`config.mk`:
```
export PLATFORM = sky130hd
export DESIGN_NAME = pixel_stream_scheduler
export DESIGN_NICKNAME = d
export VERILOG_FILES = /design/src/rtl/pixel_stream_scheduler.sv
export SDC_FILE = /design/constraint.sdc
export NUM_CORES = 1
export LEC_CHECK = 0
export BUFFER_PORTS_ARGS = -buffer_cell sky130_fd_sc_hd__buf_2
export CAP_MARGIN = 20
export CELL_PAD_IN_SITES_DETAIL_PLACEMENT = 1
export CELL_PAD_IN_SITES_GLOBAL_PLACEMENT = 2
export CORE_MARGIN = 10
export CORE_UTILIZATION = 32
export CTS_BUF_LIST = sky130_fd_sc_hd__clkbuf_8
export DETAILED_ROUTE_END_ITERATION = 8
export PLACE_DENSITY = 0.82
export SYNTH_ARGS = -nofsm -noshare
export SYNTH_HDL_FRONTEND = slang
export SYNTH_SLANG_ARGS = --single-unit
```
`constraint.sdc`:
```
create_clock -name clk -period 2.2 [get_ports clk]
set_input_delay 0.11 -clock clk [delete_from_list [all_inputs] [get_ports clk]]
set_output_delay 0.11 -clock clk [all_outputs]
set_load 0.02 [all_outputs]
```
`src/rtl/pixel_stream_scheduler.sv`:
```
// Pixel stream scheduler: drains 24-bit pixels from the input reg_fifo into a
// 2-entry skid buffer and presents them on a valid/ready stream with R/G/B
// split and column/row/eol/eof position tags. One frame per start pulse.
//
// state | meaning
// IDLE  | waiting for start, no pops
// RUN   | popping pixels until W*H have been consumed
// DRAIN | all pixels popped, waiting for the skid buffer to empty
module pixel_stream_scheduler #(
  parameter int IMG_WIDTH  = 32,
  parameter int IMG_HEIGHT = 32,
  localparam int COL_W = $clog2(IMG_WIDTH),
  localparam int ROW_W = $clog2(IMG_HEIGHT)
) (
  input  logic             clk,
  input  logic             reset,
  input  logic             start,
  input  logic [23:0]      fifo_data,
  input  logic [3:0]       fifo_count,
  output logic             fifo_pop,
  output logic             pix_valid,
  input  logic             pix_ready,
  output logic [7:0]       pix_r,
  output logic [7:0]       pix_g,
  output logic [7:0]       pix_b,
  output logic [COL_W-1:0] pix_col,
  output logic [ROW_W-1:0] pix_row,
  output logic             pix_eol,
  output logic             pix_eof,
  output logic             busy,
  output logic             frame_done
);

  typedef enum logic [1:0] {IDLE, RUN, DRAIN} state_t;

  typedef struct packed {
    logic [23:0]      data;
    logic [COL_W-1:0] col;
    logic [ROW_W-1:0] row;
    logic             eol;
    logic             eof;
  } ent_t;

  state_t           state_q, state_d;
  logic [COL_W-1:0] col_q, col_d;
  logic [ROW_W-1:0] row_q, row_d;
  logic [1:0]       occ_q, occ_d;
  ent_t             e0_q, e0_d, e1_q, e1_d;
  logic             done_q, done_d;

  logic pop, xfer, col_last, row_last;
  ent_t new_e;

  // Pop decision, position counters, skid buffer update and next state.
  always_comb begin
    col_last = (col_q == COL_W'(IMG_WIDTH - 1));
    row_last = (row_q == ROW_W'(IMG_HEIGHT - 1));
    // Gated by reset so nothing upstream is consumed while reset is held.
    pop  = !reset && (state_q == RUN) && (fifo_count != 4'd0) && (occ_q != 2'd2);
    xfer = (occ_q != 2'd0) && pix_ready;

    new_e.data = fifo_data;
    new_e.col  = col_q;
    new_e.row  = row_q;
    new_e.eol  = col_last;
    new_e.eof  = col_last && row_last;

    col_d   = col_q;
    row_d   = row_q;
    occ_d   = occ_q;
    e0_d    = e0_q;
    e1_d    = e1_q;
    state_d = state_q;

    if (pop) begin
      if (col_last) begin
        col_d = '0;
        row_d = row_last ? '0 : row_q + ROW_W'(1);
      end else begin
        col_d = col_q + COL_W'(1);
      end
    end

    case ({pop, xfer})
      2'b10:   occ_d = occ_q + 2'd1;
      2'b01:   occ_d = occ_q - 2'd1;
      default: occ_d = occ_q;
    endcase

    // Head entry always drives the outputs; it keeps its old value when the
    // buffer empties so the pix_* fields hold.
    if (xfer) begin
      if (occ_q == 2'd2) begin
        e0_d = e1_q;
        if (pop) e1_d = new_e;
      end else if (pop) begin
        e0_d = new_e;
      end
    end else if (pop) begin
      if (occ_q == 2'd0) e0_d = new_e;
      else               e1_d = new_e;
    end

    case (state_q)
      IDLE:    if (start) state_d = RUN;
      RUN:     if (pop && col_last && row_last) state_d = DRAIN;
      DRAIN:   if (occ_d == 2'd0) state_d = IDLE;
      default: state_d = IDLE;
    endcase

    // Final transfer happens in this cycle; pulse lands in the first IDLE cycle.
    done_d = (state_q == DRAIN) && (occ_d == 2'd0);
  end

  // State, counter and buffer registers with synchronous reset.
  always_ff @(posedge clk) begin
    if (reset) begin
      state_q <= IDLE;
      col_q   <= '0;
      row_q   <= '0;
      occ_q   <= 2'd0;
      e0_q    <= '0;
      e1_q    <= '0;
      done_q  <= 1'b0;
    end else begin
      state_q <= state_d;
      col_q   <= col_d;
      row_q   <= row_d;
      occ_q   <= occ_d;
      e0_q    <= e0_d;
      e1_q    <= e1_d;
      done_q  <= done_d;
    end
  end

  assign fifo_pop   = pop;
  assign pix_valid  = (occ_q != 2'd0);
  assign pix_r      = e0_q.data[23:16];
  assign pix_g      = e0_q.data[15:8];
  assign pix_b      = e0_q.data[7:0];
  assign pix_col    = e0_q.col;
  assign pix_row    = e0_q.row;
  assign pix_eol    = e0_q.eol;
  assign pix_eof    = e0_q.eof;
  assign busy       = (state_q != IDLE);
  assign frame_done = done_q;

endmodule

```
* Word-level counts from Yosys, hierarchy flattened
Index checks and enable logic that the tools add are counted.
** Storage, ports and cells
- Bits in latches :: 0
- Bits of input ports :: 32
- Register bits :: 87
- Output and inout port bits :: 40
- ROM bits :: 0
- Logic and storage cells :: 71
- Memories :: 0
- Memory bits (writable) :: 0
** Operators by class
- Add/subtract/negate cells :: 4
- Div/mod/pow operators :: 0
- Equality and inequality tests :: 14
- Multiplexer cells :: 16
- Bitwise gates (word level) :: 0
- Reductions and logical operators :: 22
- Order comparisons :: 0
- Shifts and indexed selects :: 0
- $mul :: 0
** Operators with widths (count)
- $mux 36 :: 9
- $add 5x1->5 const B :: 2
- $eq 5x5->1 const B :: 2
- $mux 5 :: 2
- $ne 2x2->1 const B :: 5
- $reduce_bool 2->1 :: 5
- $logic_and 1x1->1 :: 8
- $eq 2x2->1 const B :: 3
- $logic_not 2->1 :: 3
- $mux 2 :: 3
- $pmux 2 s3 :: 1
- $reduce_and 3->1 :: 2
- $eq 2x1->1 const B :: 2
- $ne 2x1->1 const B :: 2
- $pmux 2 s2 :: 1
- $reduce_and 4->1 :: 1
- $reduce_bool 4->1 :: 1
- $add 2x1->2 const B :: 1
- $reduce_and 2->1 :: 1
- $sub 2x1->2 const B :: 1
- $logic_not 1->1 :: 1

* Depth between registers and ports, before layout
Gate-level depths: netlist of run 1.
- Word-level depth :: 9
- Depth in mapped cells :: 11
- Mapped depth without buffers :: 8

* Worst setup path after synthesis of run 1
No wires, ideal clock.
- Kind :: flip-flop to flip-flop
- Start point :: reg state_q[0]
- End point :: reg e1_q[0] (netlist name)
- Path buffers :: 3
- Library setup time :: 128 ps
- Setup slack :: -116 ps
- Stages on the path, launching flop included :: 10
- Period minus slack after synthesis :: 2316 ps
- Data required time :: 2072 ps
- Arrival :: 2189 ps
- Cells stage by stage :: dfxtp_1 nor3b_1 nand3_1 clkbuf_1 ha_1 or3b_2 clkbuf_1 clkbuf_1 a21oi_1 nor2_1
** On the way
- Cells in the longest elaborated chain, start to end :: 6
- Elaborated cells between the ends (all ways) :: 7
- Classes of those cells :: eq/ne (2); reduce/logical (5)
** Ends and longest elaborated chain
- from (decl) :: line 44 : state_t state_q, state_d;
- from (signal assigned) :: line 126 : state_q <= state_d;
- $eq 2x1->1 * :: line 59 : pop = !reset && (state_q == RUN) && (fifo_count != 4'd0) && (occ_q != 2'd2);
- $logic_and 1x1->1 * (3 in a row) :: line 59
- $ne 2x2->1 (no source line) / $reduce_bool 2->1 (equally long branches)
- $reduce_and 4->1 (no source line) *
- to (signal assigned) :: line 123 : e1_q <= '0;
- to (signal assigned) :: line 131 : e1_q <= e1_d;
- to (decl) :: line 48 : ent_t e0_q, e0_d, e1_q, e1_d;
Every way passes the cells marked *; elsewhere a longest branch is shown, timed or not.
A chain may end at the register's enable or synchronous reset.

* Worst setup path in the final report of run 1
- Start point :: reg occ_q[1]
- End point :: reg state_q[1]
** On the way
- Cells in the longest elaborated chain, start to end :: 7
- Elaborated cells between the ends (all ways) :: 15
- Classes of those cells :: add/sub (2); eq/ne (5); mux (1); reduce/logical (7)
** Ends and longest elaborated chain
- from (decl) :: line 47 : logic [1:0] occ_q, occ_d;
- from (signal assigned) :: line 121 : occ_q <= 2'd0;
- from (signal assigned) :: line 129 : occ_q <= occ_d;
- $ne 2x2->1 / $reduce_bool 2->1 (equally long branches) :: line 59, 60
- $logic_and 1x1->1, on equally long branches :: line 59, 60
- $eq 2x1->1 / $eq 2x2->1 (equally long branches) :: line 84 : case ({pop, xfer})
- $pmux 2 s2 :: line 84
- $logic_not 2->1 :: line 107 : DRAIN: if (occ_d == 2'd0) state_d = IDLE;
- $ne 2x2->1 (no source line)
- $reduce_and 3->1 (no source line) *
Marks and branches as above.

==> impl_metrics.yaml, run 1 <==
yosys:
  syn_nets: 460
  ys_seq_area_frac: 0.4362
  synth_flop_cell: "dfxtp_1"
  synthCells: 422
  syn_area_mm2: 0.003993
  synth_edf_count: 0
  ys_async_sr_fraction: 0
  syn_area_per_cell_um2: 9.461
  ys_seq_elements: 87
  yosys_warnings: 0
  synth.distinct_cells: 42
timing:
  finalHoldViolations: 0
  finClkSkew_ns: 0.008758
  drv_slew: 0
  timing.fmax_mhz: 495.1
  rsz0062_at_grt: "false"
  relSlewSlack: 0.2563
  setup_viol: 0
  worst_slew_pin_slew_ns: 1.115
  fin_crit_ns: 2.020
  fin_crit_sh: 0.9181
global_route:
  grtUsageTotal: 0.1384
  grt_remaining_overflow: 0
  grt_pass1_vias: 3825
  grt_max_degree: 88
  antenna_found_initial: 0
  grt_first_pass_wirelength_um: 20000
critical_path:
  slowest_stage: "dfxtp_2"
  path_max_fanout: 7
  r2r_slack_ns: 0.18
  endpoint_kind: "register"
  cp_slowest_stage_delay_ns: 0.36
  crit_chain: "or2_2 > and2_1 > ha_1 > and3b_1 > o21bai_1 > nand4b_1 > a21oi_1"
  r2r_end: "state_q[1]"
  reg2reg_depth: 7
  r2r-start: "occ_q[1]"
  startpoint_type: "register"
  critPathArrivalTime_ns: 2.30
  worstSetupPathType: "reg -> reg"
  critical_path_required_ns: 2.48
floorplanning:
  dieWidth_um: 131.7
  core_mm2: 0.01211
  start_util: 0.3296
  dieArea_mm2: 0.01734
  die_height_um: 131.7
  core.rowCount: 40
  ioPinCount: 72
outcome:
  status: "finished, final reports clean"
final_layout:
  nNetsFinal: 553
  num_antenna_cells: 0
  instances_no_fill: 687
  drive_above_1_share: 0.3121
  final_cell_mix: "86 x dfxtp_1, 79 x nand2_1, 70 x buf_2"
  areaGrowthSynthToFinish_pct: 28.11
  final_common_cell: "dfxtp_1"
  nFillCells: 1432
  final_util: 0.4223
detailed_routing:
  postRouteAntennaNets: 0
  routed_via_density: 5.176
  drt_iter0_drc: 228
  dr.pass1.iters: 4
  drc: 0
  via_count: 3556
  wire_per_inst_um: 17.62
  routed_wl_um: 12110
placement:
  numPortBuffers: 71
  dp_hpwl_um: 8208
  place_congestion: 0.7387
  dp_cells: 651
power_and_ir_drop:
  leakage_nw: 2.106
  ir_worst_vdd_v: 0.0003027
  pwr_density_cell_mw_per_mm2: 713.9
clock_tree:
  tritoncts: "done"
  clockBufferDepth: 2
  clock-root-buffer: "clkbuf_8"
  clkSinkCount: 87
  cts_buffers: 9
  insertion_delay_ns: 0.36
  path_clk_slew_ns: 0.09
  cts_htree_levels: 3
worst_hold_path:
  whs_path_depth: 3
  min_from: "fifo_data[17]"
  min_to: "e1_q[29]"
  hold_class: "in -> reg"
flow_run:
  cap_violations: 0
per-stage QoR:
step	cell area [µm²]	hold slack, ns	setup WS [ns]	total power, W	TNS (ns)
detailed placement	4662	0.3698	-0.08431	0.002425	-0.5720
global route	5115	0.02349	0.04264	0.003813	0
finish	5115	0.01288	0.1803	0.003651	0
CTS	5072	0.003964	0.05083	0.003675	0
floorplan	4000	0.2460	0.01521	0.002165	0
global placement	4662	0.3618	0.03050	0.002399	0
critical path, delay by kind of cell (launching register included):
kind	cells	cell delay [ns]
and+or+nand+nor	4	0.83
AOI/OAI and AO/OA	2	0.40
DFF	1	0.36
adders and majority gates	1	0.36
sequential cells by signal (all words and copies together) (netlist names):
signal      flops
pix_b           8
pix_row         5
pix_eof         1
pix_r           8
col_q           5
frame_done      1
e1_q           36
occ_q           2
pix_col         5
pix_eol         1
state_q         2
pix_g           8
row_q           5
logic make-up (layout without fill, tap and decap cells):
group           after synthesis  after routing  synth area share
simple gates                121            121            0.1492
compound gates              132            132            0.2513
mux                          35             35           0.08775
buf+inv                      40            137           0.05453
xor+xnor                      1              1          0.002194
fa+ha+maj                     6              6           0.01880
flops                        87             87            0.4362
layer usage:
metal,GRT usage,part of all wire
met4,0.05810,0.016
met1,0.1657,0.45
met3,0.02896,0.031
met2,0.2346,0.50
met5,0,0
worst max path at each step:
stage                     slack, ns    endpoint     startpoint
after CTS                      0.05    e1_q[22]     state_q[1]
after global placement         0.03     pix_eof  fifo_count[1]
after detailed placement      -0.08    pix_g[3]  fifo_count[1]
after floorplan                0.02     e1_q[0]     state_q[0]
after global routing           0.04    e1_q[22]     state_q[0]
final                          0.18  state_q[1]       occ_q[1]
synth_stat cells (all sizes together) (2+ instances only):
cell	instances	share of area
nand3	5	0.0063
or2	2	0.0031
a21oi	47	0.059
or4b	2	0.0050
nor3	2	0.0025
nand3b	4	0.0075
nor3b	2	0.0038
nand2	79	0.074
nor4	2	0.0085
nor2b	3	0.0047
inv	3	0.0028
nor2	4	0.0038
ha	6	0.019
buf	16	0.032
clkbuf	21	0.020
a31oi	2	0.0031
or4	3	0.0056
dfxtp	87	0.44
or3b	3	0.0072
o21ai	7	0.0088
and3	2	0.0031
or3	3	0.0047
a211oi	72	0.17
mux2i	35	0.088
timing repair:
action,in CTS,in global routing
resized for setup,3,6
endpoints found under the setup margin,28,54
hold buffers,19,0
cloned,0,0
buffers inserted,0,2
pin swaps,0,2
endpoints found under the hold margin,19,0
layout make-up:
class | count | area (µm²) | share of cell area
repair buffers | 119 | 848.3 | 0.1659
multi-input cells | 295 | 2090 | 0.4085
clock buffers | 10 | 137.6 | 0.02691
clock inverters | 5 | 75.07 | 0.01468
well taps | 168 | 210.2 | 0.04110
inverters | 3 | 11.26 | 0.002202
flip-flops and latches | 87 | 1743 | 0.3408
power by group:
part           total, W  leakage, nW  internal, W  switching (W)
logic          0.000729         1.29     0.000299       0.000430
clock network   0.00123        0.111     0.000657       0.000575
registers       0.00169        0.704      0.00164      0.0000451
Note: power is estimated with default switching activity, not from simulation.
==> inputs of run 2 (changes only) <==
--- a/config.mk
+++ b/config.mk
@@ -9,11 +9,13 @@
 export CAP_MARGIN = 20
 export CELL_PAD_IN_SITES_DETAIL_PLACEMENT = 1
 export CELL_PAD_IN_SITES_GLOBAL_PLACEMENT = 2
+export CORE_ASPECT_RATIO = 0.6
 export CORE_MARGIN = 10
 export CORE_UTILIZATION = 32
 export CTS_BUF_LIST = sky130_fd_sc_hd__clkbuf_8
 export DETAILED_ROUTE_END_ITERATION = 8
 export PLACE_DENSITY = 0.82
+export SKIP_CTS_REPAIR_TIMING = 1
 export SYNTH_ARGS = -nofsm -noshare
 export SYNTH_HDL_FRONTEND = slang
 export SYNTH_SLANG_ARGS = --single-unit
==> impl_metrics.yaml, run 2 (synthesized netlist as in run 1, its figures left out) <==
outcome:
  status: "finished with violations"
  violations: "negative hold slack"
power_and_ir_drop:
  power.total_w: 0.003818
  leakage_nw: 2.097
  pwr_density_cell_mw_per_mm2: 756.4
  comb_power_share: 0.185
  p_sw_w: 0.001075
  switching_share: 0.2816
  p_seq_frac: 0.444
  ir_worst_vdd_v: 0.0002730
  internal_power_w: 0.002742
  p_clk_frac: 0.371
detailed_routing:
  wire_per_inst_um: 18.53
  postRouteAntennaNets: 0
  dr.pass1.iters: 4
  routed_wl_um: 12580
  drt_iter0_drc: 122
  drc: 0
  via_count: 3495
  routed_via_density: 5.147
worst_hold_path:
  hold_class: "in -> reg"
  min_from: "fifo_data[16]"
critical_path:
  r2r-start: "occ_q[1]"
  critPathArrivalTime_ns: 2.32
  slowest_stage: "dfxtp_1"
  worstSetupPathType: "reg -> reg"
  cp_slowest_stage_delay_ns: 0.37
  cp_top_family: "simple AND/OR/NAND/NOR gates"
  critical_path_required_ns: 2.44
  worst-path-buf-inv: 3
  startpoint_type: "register"
  path_max_fanout: 18
  worstSetupStartpoint: "occ_q[1]"
  crit_chain: "or2_2 > and2_1 > inv_1 > ha_2 > nor4_4 > buf_6 > buf_4 > a211oi_1 > a211oi_2"
  endpoint_kind: "register"
clock_tree:
  clockBufferDepth: 2
  insertion_delay_ns: 0.36
  path_clk_slew_ns: 0.09
  clkSinkCount: 87
  tritoncts: "done"
  cts_buffers: 9
  cts_htree_levels: 3
  clock-root-buffer: "clkbuf_8"
global_route:
  antenna_found_initial: 0
  grtUsageTotal: 0.1431
  grt_pass1_vias: 3705
  grt_first_pass_wirelength_um: 20320
  grt_max_degree: 88
  grt_remaining_overflow: 0
final_layout:
  drive_above_1_share: 0.3191
  final_util: 0.4157
  nNetsFinal: 547
  top_register: "e1_q"
  final_cell_mix: "87 x dfxtp_1, 79 x nand2_1, 70 x buf_2"
  largest_reg_flops: 36
  num_antenna_cells: 0
  nFillCells: 1396
  final_common_cell: "dfxtp_1"
  areaGrowthSynthToFinish_pct: 26.42
timing:
  fin_crit_sh: 0.9454
  fin_crit_ns: 2.080
  rsz0062_at_grt: "false"
  whs_ns: -0.002035
  fin_tns_setup_ns: 0
  finClkSkew_ns: 0.007762
  worst_slew_pin_slew_ns: 0.6205
  relSlewSlack: 0.5829
  drv_slew: 0
  timing.fmax_mhz: 480.8
  finalHoldViolations: 1
  setup_viol: 0
floorplanning:
  core.rowCount: 31
  ioPinCount: 72
  dieArea_mm2: 0.01749
  core_mm2: 0.01214
  start_util: 0.3289
  die_height_um: 106.5
  dieWidth_um: 164.2
placement:
  dp_hpwl_um: 8367
  numPortBuffers: 71
  place_congestion: 0.7799
flow_run:
  cap_violations: 0
[run 2: power groups by stage]
stage / clock (W) / combinational (W) / sequential [W]
after floorplan: 0 / 0.000382 / 0.00178
after global placement: 0 / 0.000660 / 0.00173
after detailed placement: 0 / 0.000679 / 0.00173
after CTS: 0.00145 / 0.000684 / 0.00169
after global routing: 0.00151 / 0.000771 / 0.00170
final: 0.00142 / 0.000705 / 0.00169
[run 2: layout make-up]
class / instances / area, µm² / area share
repair buffers: 113 / 765.7 / 0.1517
clock buffers: 11 / 151.4 / 0.03000
inverters: 3 / 11.26 / 0.002231
well taps: 165 / 206.4 / 0.04090
clock inverters: 5 / 103.9 / 0.02058
flip-flops and latches: 87 / 1742 / 0.3451
multi-input cells: 295 / 2067 / 0.4095
[run 2: through the flow]
stage	setup WS [ns]	instance area (µm²)	hold slack [ns]	instances
final	0.1200	5047	-0.002035	679
after global routing	0.01738	5047	-0.0003176	679
after CTS	0.02406	4863	-0.02748	663
after detailed placement	0.03347	4608	0.3711	647
after global placement	0.1147	4608	0.3629	647
after floorplan	0.01521	4000	0.2460	422
[run 2: metal layers]
layer | global-route usage | vias to the layer above | part of all wire
li1 | - | 1712 | -
met1 | 0.1982 | 1722 | 0.52
met2 | 0.2161 | 53 | 0.43
met3 | 0.04276 | 8 | 0.050
met4 | 0.02478 | 0 | 0.0056
met5 | 0 | - | 0
[run 2: worst min-delay path, stage by stage]
cell and delay (ns):
buf_2 0.11, nand2_1 0.05, a21oi_1 0.05
[run 2: worst paths after layout]
| kind | to | depth (start not counted) | slack, ns |
|---|---|---|---|
| max | pix_g[0] | 9 | 0.12 |
| min reg2reg | e1_q[35] | 2 | 0.46 |
| max reg2reg | pix_g[0] | 9 | 0.12 |
| min | e1_q[28] | 3 | -0.002 |
==> inputs of run 3 (changes only) <==
--- a/config.mk
+++ b/config.mk
@@ -5,13 +5,14 @@
 export SDC_FILE = /design/constraint.sdc
 export NUM_CORES = 1
 export LEC_CHECK = 0
+export ABC_AREA = 1
 export BUFFER_PORTS_ARGS = -buffer_cell sky130_fd_sc_hd__buf_2
 export CAP_MARGIN = 20
 export CELL_PAD_IN_SITES_DETAIL_PLACEMENT = 1
 export CELL_PAD_IN_SITES_GLOBAL_PLACEMENT = 2
 export CORE_ASPECT_RATIO = 0.6
 export CORE_MARGIN = 10
-export CORE_UTILIZATION = 32
+export CORE_UTILIZATION = 29
 export CTS_BUF_LIST = sky130_fd_sc_hd__clkbuf_8
 export DETAILED_ROUTE_END_ITERATION = 8
 export PLACE_DENSITY = 0.82
==> impl_metrics.yaml, run 3 <==
placement:
  dpl_cell_area_mm2: 0.004472
  dp_hpwl_um: 8927
  place_congestion: 0.7630
  numPortBuffers: 71
detailed_routing:
  drt_iter0_drc: 144
  wire_per_inst_um: 16.38
  postRouteAntennaNets: 0
  wl_met2_um: 5743
  routed_via_density: 4.880
  dr.pass1.iters: 4
  highest_layer: "met4"
  drc: 0
  met3_length_um: 717
  wl_met1_um: 6377
  routed_wl_um: 12960
  via_count: 3860
critical_path:
  crit_chain: "nor2_2 > inv_1 > nand3_1 > ha_1 > a21oi_2 > nand2_2 > inv_2 > buf_12 > nor2_1 > nor2_1"
  startpoint_type: "register"
  cp_slowest_stage_delay_ns: 0.44
  critPathArrivalTime_ns: 2.23
  worst-path-buf-inv: 3
  slowest_stage: "dfxtp_1"
  critical_path_required_ns: 2.51
  path_common_cell: "nor2_1"
  path_max_fanout: 33
  worstSetupPathType: "reg -> reg"
  cp_top_family: "simple AND/OR/NAND/NOR gates"
  endpoint_kind: "register"
yosys:
  synth.distinct_cells: 24
  syn_area_per_cell_um2: 7.080
  yosys_warnings: 0
  synth_flop_cell: "dfxtp_1"
  ys_seq_area_frac: 0.4416
  yosysMostFrequentCell: "nand2_1"
  synthTopCellsByCount: "142 x nand2_1, 87 x dfxtp_1, 84 x nor2_1"
  synth_area_leaders: "dfxtp_1 44%, nand2_1 14%, nand3_1 10%"
  synthCells: 557
  ys_async_sr_fraction: 0
  yosysTopAreaCell: "dfxtp_1"
  synth_edf_count: 0
  syn_area_mm2: 0.003944
  yosysTopAreaCellShare: 0.4416
  ys_seq_elements: 87
  syn_nets: 595
floorplanning:
  core.rowCount: 32
  dieArea_mm2: 0.01882
  ioPinCount: 72
  start_util: 0.3012
  die_height_um: 110.3
  core_mm2: 0.01309
  dieWidth_um: 170.6
clock_tree:
  tritoncts: "done"
  clock-root-buffer: "clkbuf_8"
  cts_htree_levels: 3
  insertion_delay_ns: 0.37
  clkSinkCount: 87
  cts_buffers: 9
  clockBufferDepth: 2
  path_clk_slew_ns: 0.09
final_layout:
  final_cell_mix: "142 x nand2_1, 87 x dfxtp_1, 83 x nor2_1"
  final_common_cell: "nand2_1"
  top_register: "e1_q"
  areaGrowthSynthToFinish_pct: 18.43
  num_antenna_cells: 0
  nNetsFinal: 654
  final_area_mm2: 0.004671
  largest_reg_flops: 36
  drive_above_1_share: 0.1771
outcome:
  status: "finished, final reports clean"
power_and_ir_drop:
  leakage_nw: 1.983
  ir_worst_vdd_v: 0.0002895
  pwr_density_cell_mw_per_mm2: 745.5
timing:
  worst_slew_pin_slew_ns: 0.8014
  setup_viol: 0
  fin_tns_setup_ns: 0
  rsz0062_at_grt: "false"
  finalHoldViolations: 0
  timing.fmax_mhz: 520.8
  fin_crit_sh: 0.8728
  finClkSkew_ns: 0.01249
  drv_slew: 0
  relSlewSlack: 0.4657
  fin_crit_ns: 1.920
worst_hold_path:
  hold_class: "in -> reg"
global_route:
  grt_remaining_overflow: 0
  grt_pass1_vias: 4040
  grt_first_pass_wirelength_um: 20880
  grtUsageTotal: 0.1380
  grt_max_degree: 81
  antenna_found_initial: 0
flow_run:
  cap_violations: 0
run 3: layer usage:
| metal | up-vias | global-route usage |
|---|---|---|
| met1 | 1840 | 0.1767 |
| met5 | - | 0 |
| met2 | 82 | 0.2254 |
| met3 | 12 | 0.04011 |
| li1 | 1926 | - |
| met4 | 0 | 0.03364 |
run 3: power by group:
part	switching, W	leakage, nW	internal (W)
clock network	0.000603	0.102	0.000552
logic	0.000434	1.18	0.000206
registers	0.0000438	0.703	0.00164
run 3: layout make-up:
class,count,area (µm²)
timing repair buffer,84,490.5
sequential,87,1742
tap,170,212.7
clock buffer,10,137.6
fill,1660,8422
multi-input combinational,413,1948
inverter,21,78.83
clock inverter,6,61.31
run 3: metrics by stage:
| stage | cells | utilization | power (W) | hold WS, ns | setup WS [ns] |
|---|---|---|---|---|---|
| floorplan | 557 | - | 0.002135 | 0.2572 | 0.3508 |
| global placement | 775 | 0.3416 | 0.002348 | 0.3819 | 0.3471 |
| detailed placement | 775 | 0.3416 | 0.002367 | 0.3927 | 0.3012 |
| CTS | 791 | 0.3567 | 0.003525 | -0.0007227 | 0.2793 |
| global route | 791 | 0.3567 | 0.003668 | 0.01648 | 0.09683 |
| finish | 791 | 0.3567 | 0.003482 | 0.005755 | 0.2798 |
run 3: logic make-up after synthesis:
family | synth area share
AO/OA/AOI/OAI | 0.1342
XOR/XNOR | 0.002221
adder cells (fa/ha/maj) | 0.01904
buffers and inverters | 0.06503
flip-flops | 0.4416
AND/OR/NAND/NOR | 0.3379
run 3: worst min-delay path: stages:
cell     delay, ns
buf_2         0.10
nand2_1       0.06
a21oi_1       0.06
run 3: final timing paths:
path                  from          to  slack (ns)  depth (start not counted)
hold reg to reg    e1_q[0]     e1_q[0]        0.47                          2
setup / recovery  occ_q[0]    pix_b[4]        0.28                         10
hold / removal       start  state_q[0]       0.006                          3
setup reg to reg  occ_q[0]    pix_b[4]        0.28                         10
